File: src/rtl/regfile_pkg.sv
// -----------------------------------------------------------------------------
// regfile_pkg
// Shared definitions for the parametrised register bank: default geometry and
// the clear-sequencer state type.
// -----------------------------------------------------------------------------
package regfile_pkg;

    localparam int REGFILE_WIDTH_DEF = 32'd16;
    localparam int REGFILE_DEPTH_DEF = 32'd16;

    typedef enum logic {
        IDLE  = 1'b0,
        CLEAR = 1'b1
    } regfile_state_t;

endpackage : regfile_pkg

File: src/rtl/regfile_clear_seq.sv
// -----------------------------------------------------------------------------
// regfile_clear_seq
// IDLE/CLEAR sequencer that walks an index over every register, one entry per
// clock, so the bank can zero itself in hardware.
// Ports:
//   clk      in   clock, rising edge
//   reset    in   asynchronous active-low reset
//   clr_req  in   start-clear request, sampled only in IDLE
//   busy     out  high while the clear sequence runs
//   clr_we   out  clear write strobe for the bank
//   clr_idx  out  entry being cleared this cycle
// -----------------------------------------------------------------------------
module regfile_clear_seq
    import regfile_pkg::*;
#(
    parameter  int DEPTH  = REGFILE_DEPTH_DEF,
    localparam int ADDR_W = $clog2(DEPTH)
) (
    input  logic              clk,
    input  logic              reset,
    input  logic              clr_req,
    output logic              busy,
    output logic              clr_we,
    output logic [ADDR_W-1:0] clr_idx
);

    regfile_state_t    state_q, state_d;
    logic [ADDR_W-1:0] idx_q, idx_d;

    // Next-state and index logic of the clear sequencer.
    always_comb begin
        state_d = state_q;
        idx_d   = idx_q;
        case (state_q)
            IDLE: begin
                if (clr_req) begin
                    state_d = CLEAR;
                end else begin
                    state_d = IDLE;
                end
                idx_d = {ADDR_W{1'b0}};
            end
            CLEAR: begin
                // The last entry returns the index to 0 so the next run starts clean.
                if (idx_q == ADDR_W'(DEPTH - 1)) begin
                    state_d = IDLE;
                    idx_d   = {ADDR_W{1'b0}};
                end else begin
                    state_d = CLEAR;
                    idx_d   = idx_q + {{(ADDR_W-1){1'b0}}, 1'b1};
                end
            end
            default: begin
                state_d = IDLE;
                idx_d   = {ADDR_W{1'b0}};
            end
        endcase
    end

    // State and index registers.
    always_ff @(posedge clk or negedge reset) begin
        if (!reset) begin
            state_q <= IDLE;
            idx_q   <= {ADDR_W{1'b0}};
        end else begin
            state_q <= state_d;
            idx_q   <= idx_d;
        end
    end

    assign busy    = (state_q == CLEAR);
    assign clr_we  = (state_q == CLEAR);
    assign clr_idx = idx_q;

endmodule : regfile_clear_seq

File: src/rtl/regfile_bank.sv
// -----------------------------------------------------------------------------
// regfile_bank
// Parametrised register file: one write port, two combinational read ports,
// optional hard-wired-zero r0 and a hardware clear sequencer.
// Optional feature macro: REGFILE_BYPASS_EN -- when defined, a write that will
// commit on the coming edge is forwarded to a read port addressing the same
// entry in the same cycle.
// Ports:
//   clk, reset             clock and asynchronous active-low reset
//   wr_en/wr_addr/wr_data  write port (ALU result bus)
//   rd_addr_a/rd_data_a    read port A (combinational)
//   rd_addr_b/rd_data_b    read port B (combinational)
//   clr_req                start-clear request
//   busy                   clear sequence in progress
// -----------------------------------------------------------------------------
module regfile_bank
    import regfile_pkg::*;
#(
    parameter  int WIDTH   = REGFILE_WIDTH_DEF,
    parameter  int DEPTH   = REGFILE_DEPTH_DEF,
    parameter  int ZERO_R0 = 0,
    localparam int ADDR_W  = $clog2(DEPTH)
) (
    input  logic              clk,
    input  logic              reset,
    input  logic              wr_en,
    input  logic [ADDR_W-1:0] wr_addr,
    input  logic [WIDTH-1:0]  wr_data,
    input  logic [ADDR_W-1:0] rd_addr_a,
    output logic [WIDTH-1:0]  rd_data_a,
    input  logic [ADDR_W-1:0] rd_addr_b,
    output logic [WIDTH-1:0]  rd_data_b,
    input  logic              clr_req,
    output logic              busy
);

    logic [WIDTH-1:0]  mem_q [DEPTH];
    logic [WIDTH-1:0]  mem_d [DEPTH];
    logic              clr_we_s;
    logic [ADDR_W-1:0] clr_idx_s;
    logic              in_range_s;
    logic              r0_hit_s;
    logic              wr_ok_s;
    logic [WIDTH-1:0]  rd_a_s;
    logic [WIDTH-1:0]  rd_b_s;

    regfile_clear_seq #(
        .DEPTH (DEPTH)
    ) u_clear_seq (
        .clk     (clk),
        .reset   (reset),
        .clr_req (clr_req),
        .busy    (busy),
        .clr_we  (clr_we_s),
        .clr_idx (clr_idx_s)
    );

    // Extra MSB so the comparison also works when DEPTH is a power of two.
    assign in_range_s = ({1'b0, wr_addr} < (ADDR_W+1)'(DEPTH));
    assign r0_hit_s   = (ZERO_R0 != 0) && (wr_addr == {ADDR_W{1'b0}});
    // A write commits only in IDLE, in range, and not to a hard-wired r0.
    assign wr_ok_s    = wr_en && !busy && in_range_s && !r0_hit_s;

    // Next contents: clear writes take priority over (and block) normal writes.
    always_comb begin
        mem_d = mem_q;
        for (int i = 0; i < DEPTH; i++) begin
            if (clr_we_s && (clr_idx_s == ADDR_W'(i))) begin
                mem_d[i] = {WIDTH{1'b0}};
            end else if (wr_ok_s && (wr_addr == ADDR_W'(i))) begin
                mem_d[i] = wr_data;
            end else begin
                mem_d[i] = mem_q[i];
            end
        end
    end

    // Storage array.
    always_ff @(posedge clk or negedge reset) begin
        if (!reset) begin
            for (int i = 0; i < DEPTH; i++) begin
                mem_q[i] <= {WIDTH{1'b0}};
            end
        end else begin
            mem_q <= mem_d;
        end
    end

    // Stored-content read muxes; unmatched (out-of-range) addresses fall through to 0.
    always_comb begin
        rd_a_s = {WIDTH{1'b0}};
        rd_b_s = {WIDTH{1'b0}};
        for (int i = 0; i < DEPTH; i++) begin
            rd_a_s = (rd_addr_a == ADDR_W'(i)) ? mem_q[i] : rd_a_s;
            rd_b_s = (rd_addr_b == ADDR_W'(i)) ? mem_q[i] : rd_b_s;
        end
        if ((ZERO_R0 != 0) && (rd_addr_a == {ADDR_W{1'b0}})) begin
            rd_a_s = {WIDTH{1'b0}};
        end else begin
            rd_a_s = rd_a_s;
        end
        if ((ZERO_R0 != 0) && (rd_addr_b == {ADDR_W{1'b0}})) begin
            rd_b_s = {WIDTH{1'b0}};
        end else begin
            rd_b_s = rd_b_s;
        end
    end

`ifdef REGFILE_BYPASS_EN
    // Forward a committing write; gated by reset so reads stay 0 while held in reset.
    always_comb begin
        if (reset && wr_ok_s && (rd_addr_a == wr_addr)) begin
            rd_data_a = wr_data;
        end else begin
            rd_data_a = rd_a_s;
        end
        if (reset && wr_ok_s && (rd_addr_b == wr_addr)) begin
            rd_data_b = wr_data;
        end else begin
            rd_data_b = rd_b_s;
        end
    end
`else
    assign rd_data_a = rd_a_s;
    assign rd_data_b = rd_b_s;
`endif

endmodule : regfile_bank

File: config.mk
export PLATFORM = sky130hd
export DESIGN_NAME = regfile_bank
export DESIGN_NICKNAME = d
export VERILOG_FILES = /design/src/rtl/regfile_pkg.sv /design/src/rtl/regfile_clear_seq.sv /design/src/rtl/regfile_bank.sv
export SDC_FILE = /design/constraint.sdc
export NUM_CORES = 1
export LEC_CHECK = 0
export CORE_MARGIN = 5
export CORE_UTILIZATION = 40
export CTS_CLUSTER_DIAMETER = 200
export DETAILED_ROUTE_END_ITERATION = 12
export PLACE_DENSITY = 0.64
export SLEW_MARGIN = 20
export SYNTH_ARGS = -nofsm -noshare
export SYNTH_HDL_FRONTEND = slang
export SYNTH_SLANG_ARGS = --single-unit
export TNS_END_PERCENT = 10
File: constraint.sdc
create_clock -name clk -period 1.9 [get_ports clk]
set_clock_uncertainty 0.15 [all_clocks]
set_input_delay 0.19 -clock clk [delete_from_list [all_inputs] [get_ports clk]]
set_output_delay 0.19 -clock clk [all_outputs]
set_load 0.02 [all_outputs]
==> key figures, run 1 <==
Hold path
  • Worst Hold Class: in -> reg
  • Hold Path Sink: u_clear_seq.busy
  • Hold path startpoint: clr_req
  • Hold path cells: 3

CTS
  • CTS tree: done
  • Worst skew pair latency: around 530 ps
  • Clk pin slew, worst setup/hold paths: approximately 60 ps
  • CTS root buf: clkbuf_16
  • Clk sinks: ~260
  • Inserted Clock Buffers: 34
  • Clock Tree Buf Depth: 3
  • H-Tree Depth: 2

Pwr
  • Sequential power share: 33.3%
  • Int Pwr: about 14 mW
  • Clk pwr share: between 30% and 40%
  • Pwr Density: roughly 940 mW/mm²
  • Leak: 10.3 nW
  • Combinational Power Share: 32.8%
  • Sw Pwr: a little under 7 mW
  • Tot Pwr: ~21 mW
  • Worst VDD drop: approximately 840 µV
  • Switch share: between 30% and 40%

Detailed routing
  • Initial DRT Pass Iterations: 6
  • Drc violations: 0
  • WL per Instance: roughly 29 µm
  • Via Count: between 15000 and 20000
  • ANT nets after route: 0
  • Final wirelength: 71.6 mm
  • Iter 0 DRT Violations: 1660
  • Drt via density: around 6.5

Synthesis
  • Gate Count Post-Synth: around 1500
  • Post-synth EDFFs: 0
  • Mean post-synth cell area: 10.3 µm²
  • Seq/Total Area, Yosys: a little over two fifths
  • Post-Synthesis Cell Area: 0.0153 mm²
  • Yosys cell types: between 80 and 90
  • Top area cells in the synthesized netlist: dfrtp_1 43%, a22o_1 15%, mux4_2 3.5%, o21ai_0 3.0%, a21oi_1 2.9%
  • Share of the synthesized area in the top cell type: 42.8%
  • Synthesized netlist net count: ~1500
  • Seq cells post-synth: roughly 260
  • Yosys top cell by area: dfrtp_1
  • Synth async-reset ratio: between 90% and 100%
  • Yosys warnings: 0
  • Main synth FF type: dfrtp_1

STA
  • Final Max Tran Viols: 0
  • Relative slew slack: a little over two fifths
  • RSZ-0062 raised after global routing: true
  • Setup slack after layout: -781 ps
  • Fmax: about 370 MHz
  • Tcrit/Tclk final: 141%
  • Setup violators final: 51
  • Final hold violation count: 0
  • Period minus WS final: between 2000 and 3000 ps
  • Tightest Pin Transition: 863 ps

Critical path
  • Critical path launch point type: flop
  • Reg-to-Reg Start: u_clear_seq.busy
  • Crit path DAT: around 2300 ps
  • Internal reg-to-reg setup slack: -40 ps
  • Critical Path RT: ~1600 ps
  • CP Capture Type: output port
  • WS Path Type: reg -> out
  • Reg2Reg Capture Point: mem_q[43]
  • R2R depth: 5
  • Crit Path Max Fanout: 2

Placement
  • Port-buffer cells: 64
  • DP HPWL: 50.8 mm
  • Placer Congestion: ~1.0
  • DP Worst Slack: -1250 ps

Floorplan
  • Initial Util: between 40% and 50%
  • # rows: between 70 and 80
  • Die width: a little over 200 µm
  • IO Pins: 65
  • Die ar.: between 0.04 and 0.05 mm²
  • Die Span Y: 205 µm
  • Core Region: 0.0377 mm²

GRT
  • Vias in the first global route: about 16000
  • First-pass GRT wire length: between 100 and 150 mm
  • Global route overflow: 0
  • Antenna violations before repair: 0
  • All-Layer GR Usage: between 30 and 40%
  • Largest net degree at the start of global routing: 84

Finish
  • Layout area overhead: 46.4%
  • Nets: just under 2000
  • Most frequent cells in the layout: 501 x buf_4, 260 x a22o_1, 259 x dfrtp_1
  • Share of cells above drive strength 1: between 40% and 50%
  • Commonest non-fill, non-tap cell in the layout: buf_4

Outcome
  • Failing checks: negative setup slack
  • Status: finished with violations

Flow run
  • Max_cap viols: 0
worst max-delay path by stage:
stage | from | end | slack (ps) | cells past startpoint
after detailed placement | rd_addr_a[3] | rd_data_a[5] | -1250 | 8
after CTS | mem_q[219] | rd_data_a[11] | -780 | 7
after global routing | mem_q[219] | rd_data_a[11] | -830 | 7
final | mem_q[219] | rd_data_a[11] | -780 | 7
after floorplan | rd_addr_b[0] | rd_data_b[0] | -50 | 9
after global placement | rd_addr_a[3] | rd_data_a[13] | -1220 | 7
area by class of cell:
type,count,area [µm²]
timing repair buffer,606,5120
tap,511,639
fill,3195,15300
clock inverter,12,210
clock buffer,48,1010
multi-input combinational,1039,8770
sequential,261,6530
antenna,1,2.50
inverter,11,41.3
cells by family after synthesis:
family	synth area share (%)
DFF	42.8
AOI/OAI and AO/OA	32.7
buffers and inverters	5.96
muxes	8.19
and+or+nand+nor	9.91
adders and majority gates	0.328
xor gates and xnor gates	0.0574
flip-flops by register name (all words and copies together) (netlist names):
| register | cells |
|---|---|
| u_clear_seq.clr_idx | 4 |
| u_clear_seq.busy | 1 |
| mem_q | 256 |
repair_timing:
action,CTS,global route
pin swaps,39,84
endpoints found under the setup margin,132,224
hold endpoints to repair,261,0
hold buffers,2,0
setup buffers,10,18
resized for setup,265,159
Yosys cell counts (13+ instances only):
cell and instances:
dfrtp_1 261, mux4_2 24, buf_2 69, nor2_1 64, nor2b_1 22, clkbuf_1 44, buf_1 18, buf_6 13
mux2i_1 40, buf_4 19, mux2_2 25, o22ai_1 36, o21ai_0 92, a22o_1 260, nand2b_1 15, a21oi_1 88
nand3_1 18, nand2_1 92, a22oi_1 34
critical path, stage by stage (launching register included):
cell and delay, ps:
dfrtp_1 340, or2_2 110, a222oi_1 60, buf_4 160, or4_4 490, and4_1 200, a32oi_2 270, buf_6 170
power by group through the flow:
stage	registers, mW	clock network, mW	logic [mW]
floorplan	6.90	0	2.94
global placement	7.00	0	6.17
detailed placement	7.03	0	6.22
CTS	6.96	7.18	6.46
global route	7.11	7.40	7.22
finish	7.02	7.14	6.92
per-stage QoR:
step / instances / util [%] / hold slack [ps] / TNS (ps) / area (µm²)
2_1_floorplan: 1474 / - / -256 / -966 / 15300
3_3_place_gp: 2409 / 52.9 / -96.8 / -94670 / 19900
3_5_place_dp: 2409 / 52.9 / -95.4 / -102250 / 19900
4_1_cts: 2474 / 57.4 / 82.0 / -18910 / 21600
5_1_grt: 2488 / 59.3 / 89.9 / -19770 / 22300
6_report: 2489 / 59.3 / 90.9 / -15340 / 22300
metal layers:
metal | share of wire, % | track usage (%) | vias to the layer above
met3 | 9.9 | 6.48 | 280
met2 | 46 | 52.5 | 1117
met5 | 0.073 | 0.952 | -
li1 | - | - | 6659
met4 | 6.0 | 17.0 | 2
met1 | 38 | 43.4 | 8028
No activity file was read; power rests on OpenSTA's default activity.
==> run 2: changes to the inputs <==
CORE_MARGIN = default   (was 5)
PLACE_DENSITY = 0.61   (was 0.64)
clock period = 3.1 ns   (was 1.9 ns; I/O delays follow)
==> run 2 against run 1 <==
Effect of this change:
- the flow still finishes with violations (negative setup slack)
- setup slack improved by 750 ps
- wire length down 9.1%
- total power decreased by 46%
- sequential share of layout area up 5.9 points
- final cell count decreased by 14%
- clock power is 44% lower
- count of clock-buffer cells in the layout decreased by 11
- highest routed layer unchanged
==> key figures, run 2 (same netlist as run 1, synthesis figures left out) <==
Floorplan
  • Die width: 197 µm (-3.9%)
  • Die ar.: 0.0389 mm² (-7.6%)
  • Initial Util: 40.6% (+0.096 points)
  • Core Region: 0.0376 mm² (-0.24%)
  • IO Pins: 65 (unchanged)
  • Die Span Y: 197 µm (-3.9%)
  • # rows: 71 (unchanged)

Placement
  • Placed inst area: 0.0174 mm² (-13%)
  • Placed instance count: 2089 (-13%)
  • DP HPWL: 47.1 mm (-7.3%)
  • DP Worst Slack: -389 ps (+861 ps)
  • Placer Congestion: 1.01 (-2.6%)
  • Port-buffer cells: 64 (unchanged)

GRT
  • GR Util met3: 5.19% (-1.3 points)
  • First-pass GRT wire length: 96.1 mm (-8.6%)
  • Vias in the first global route: 14300 (-13%)
  • Global route overflow: 0 (unchanged)
  • Met1 usage: 44.9% (+1.4 points)
  • All-Layer GR Usage: 33.5% (+0.35 points)
  • Largest net degree at the start of global routing: 70 (-17%)
  • M2 GR Usage: 53.2% (+0.69 points)
  • GRT busiest layer: met2
  • Antenna violations before repair: 3 (+3)

Flow run
  • Max_cap viols: 0 (unchanged)

STA
  • Final Max Tran Viols: 0 (unchanged)
  • Setup violators final: 1 (-98%)
  • Setup TNS Final: -26.6 ps (+15310 ps)
  • Tcrit/Tclk final: 101%
  • Tightest Pin Transition: 1060 ps (+196 ps)
  • Setup slack after layout: -26.6 ps (+754 ps)
  • Worst hold slack: 106 ps (+14.9 ps)
  • Final hold violation count: 0 (unchanged)
  • Fmax: around 320 MHz
  • RSZ-0062 raised after global routing: true
  • Period minus WS final: roughly 3100 ps
  • Relative slew slack: 29.4% (-13 points)

Detailed routing
  • Drc violations: 0 (unchanged)
  • Iter 0 DRT Violations: 1598 (-3.7%)
  • ANT nets after route: 0 (unchanged)
  • Final wirelength: 65.1 mm (-9.1%)
  • Initial DRT Pass Iterations: 6 (unchanged)
  • WL per Instance: 30.3 µm (+5.4%)
  • Via Count: 14300 (-11%)
  • Drt via density: 6.68 (+3.3%)

Critical path
  • Critical path launch point type: flop
  • Crit path DAT: 2670 ps (+330 ps)
  • Reg-to-Reg Start: u_clear_seq.busy
  • Crit Path Max Fanout: 3 (+1)
  • Internal reg-to-reg setup slack: 730 ps (+770 ps)
  • R2R depth: 5 (unchanged)
  • Crit path from: mem_q[219]
  • WS Path Type: reg -> out
  • Critical Path RT: 2640 ps (+1080 ps)
  • CP Capture Type: output port
  • Reg2Reg Capture Point: mem_q[60]

Pwr
  • Worst VDD drop: 434 µV (-48%)
  • Pwr Density: 608 mW/mm² (-36%)
  • Leak: 8.30 nW (-20%)

Finish
  • Most frequent cells in the layout: 261 x dfrtp_1, 260 x a22o_1, 194 x buf_4
  • Commonest non-fill, non-tap cell in the layout: dfrtp_1
  • Post-Layout Inst Area: 0.0186 mm² (-17%)
  • Nets: 1647 (-17%)
  • Reg with most FFs: mem_q
  • Share of cells above drive strength 1: 23.7% (-21 points)
  • Layout area overhead: 21.8%
  • Max FFs per register: 256 (unchanged)
  • Non-Filler Instances: 2146 (-14%)

CTS
  • CTS root buf: clkbuf_16
  • Worst skew pair latency: 570 ps (+40 ps)
  • Inserted Clock Buffers: 30 (-12%)
  • H-Tree Depth: 1 (-1)
  • Clock Tree Buf Depth: 3 (unchanged)
  • Postcts setup bufs: 0 (-10)
  • Clk sinks: 261 (unchanged)
  • CTS tree: done
  • Clk pin slew, worst setup/hold paths: 60 ps (about the same)

Hold path
  • Worst Hold Class: in -> async

Outcome
  • Status: finished with violations
  • Failing checks: negative setup slack
==> run 2: changes by cell type in the layout (fill, tap and decap cells not counted), moves of 8 or more <==
cell	previous run	this run
buf_4	501	194
buf_6	42	1
o21ai_0	69	92
a22oi_1	15	33
a22oi_2	19	1
o21ai_2	15	0
buf_12	29	15
dlygate4sd2_1	1	14
a21oi_1	77	87
clkdlybuf4s50_1	22	32
o22ai_1	26	36
nand2_1	83	91
o21ai_1	19	11
==> run 2: cell type report <==
cell class,instances,area [µm²]
Antenna cell,1,2.50
Clock buffer,37,818
Clock inverter,18,275
Fill cell,3477,19000
Inverter,11,41.3
Multi-Input combinational cell,1039,7950
Sequential cell,261,6530
Tap cell,511,639
Timing Repair Buffer,268,2320
==> run 2: worst max-delay path, stage by stage (launching register included) <==
cell and delay, ps:
dfrtp_1 410, or2_2 280, a222oi_1 350, o21ai_0 160, buf_4 170, o211ai_1 150, a32oi_1 90, buf_4 170
dlygate4sd2_1 310
==> run 2: how the worst max path moves through the flow <==
stage,end,slack (ps)
2_1_floorplan,rd_data_a[8],810
3_3_place_gp,rd_data_b[1],-430
3_5_place_dp,rd_data_b[1],-390
4_1_cts,rd_data_b[1],-220
5_1_grt,rd_data_a[11],-140
6_report,rd_data_a[11],-30
==> run 2: power breakdown <==
| group | switching, mW | internal [mW] |
|---|---|---|
| Clock | 1.55 | 2.45 |
| Combinational | 1.68 | 1.18 |
| Sequential | 0.548 | 3.89 |
| Total | 3.78 | 7.51 |
==> run 2: metrics by stage <==
stage	power, mW	util, %
after floorplan	6.03	-
after global placement	7.20	46.2
after detailed placement	7.25	46.2
after CTS	11.2	49.3
after global routing	11.6	49.4
final	11.3	49.4
==> run 2: timing repair <==
action	4_1_cts	5_1_grt
pin swaps	1	1
resized for setup	34	17
endpoints found under the setup margin	26	12
hold endpoints to repair	108	0
hold buffers	1	0
gates cloned	0	0
==> run 2: layer usage <==
layer	vias up	wire length (µm)
met5	-	26
met3	201	5840
met4	4	3480
li1	5978	-
met2	878	29900
met1	7270	25900
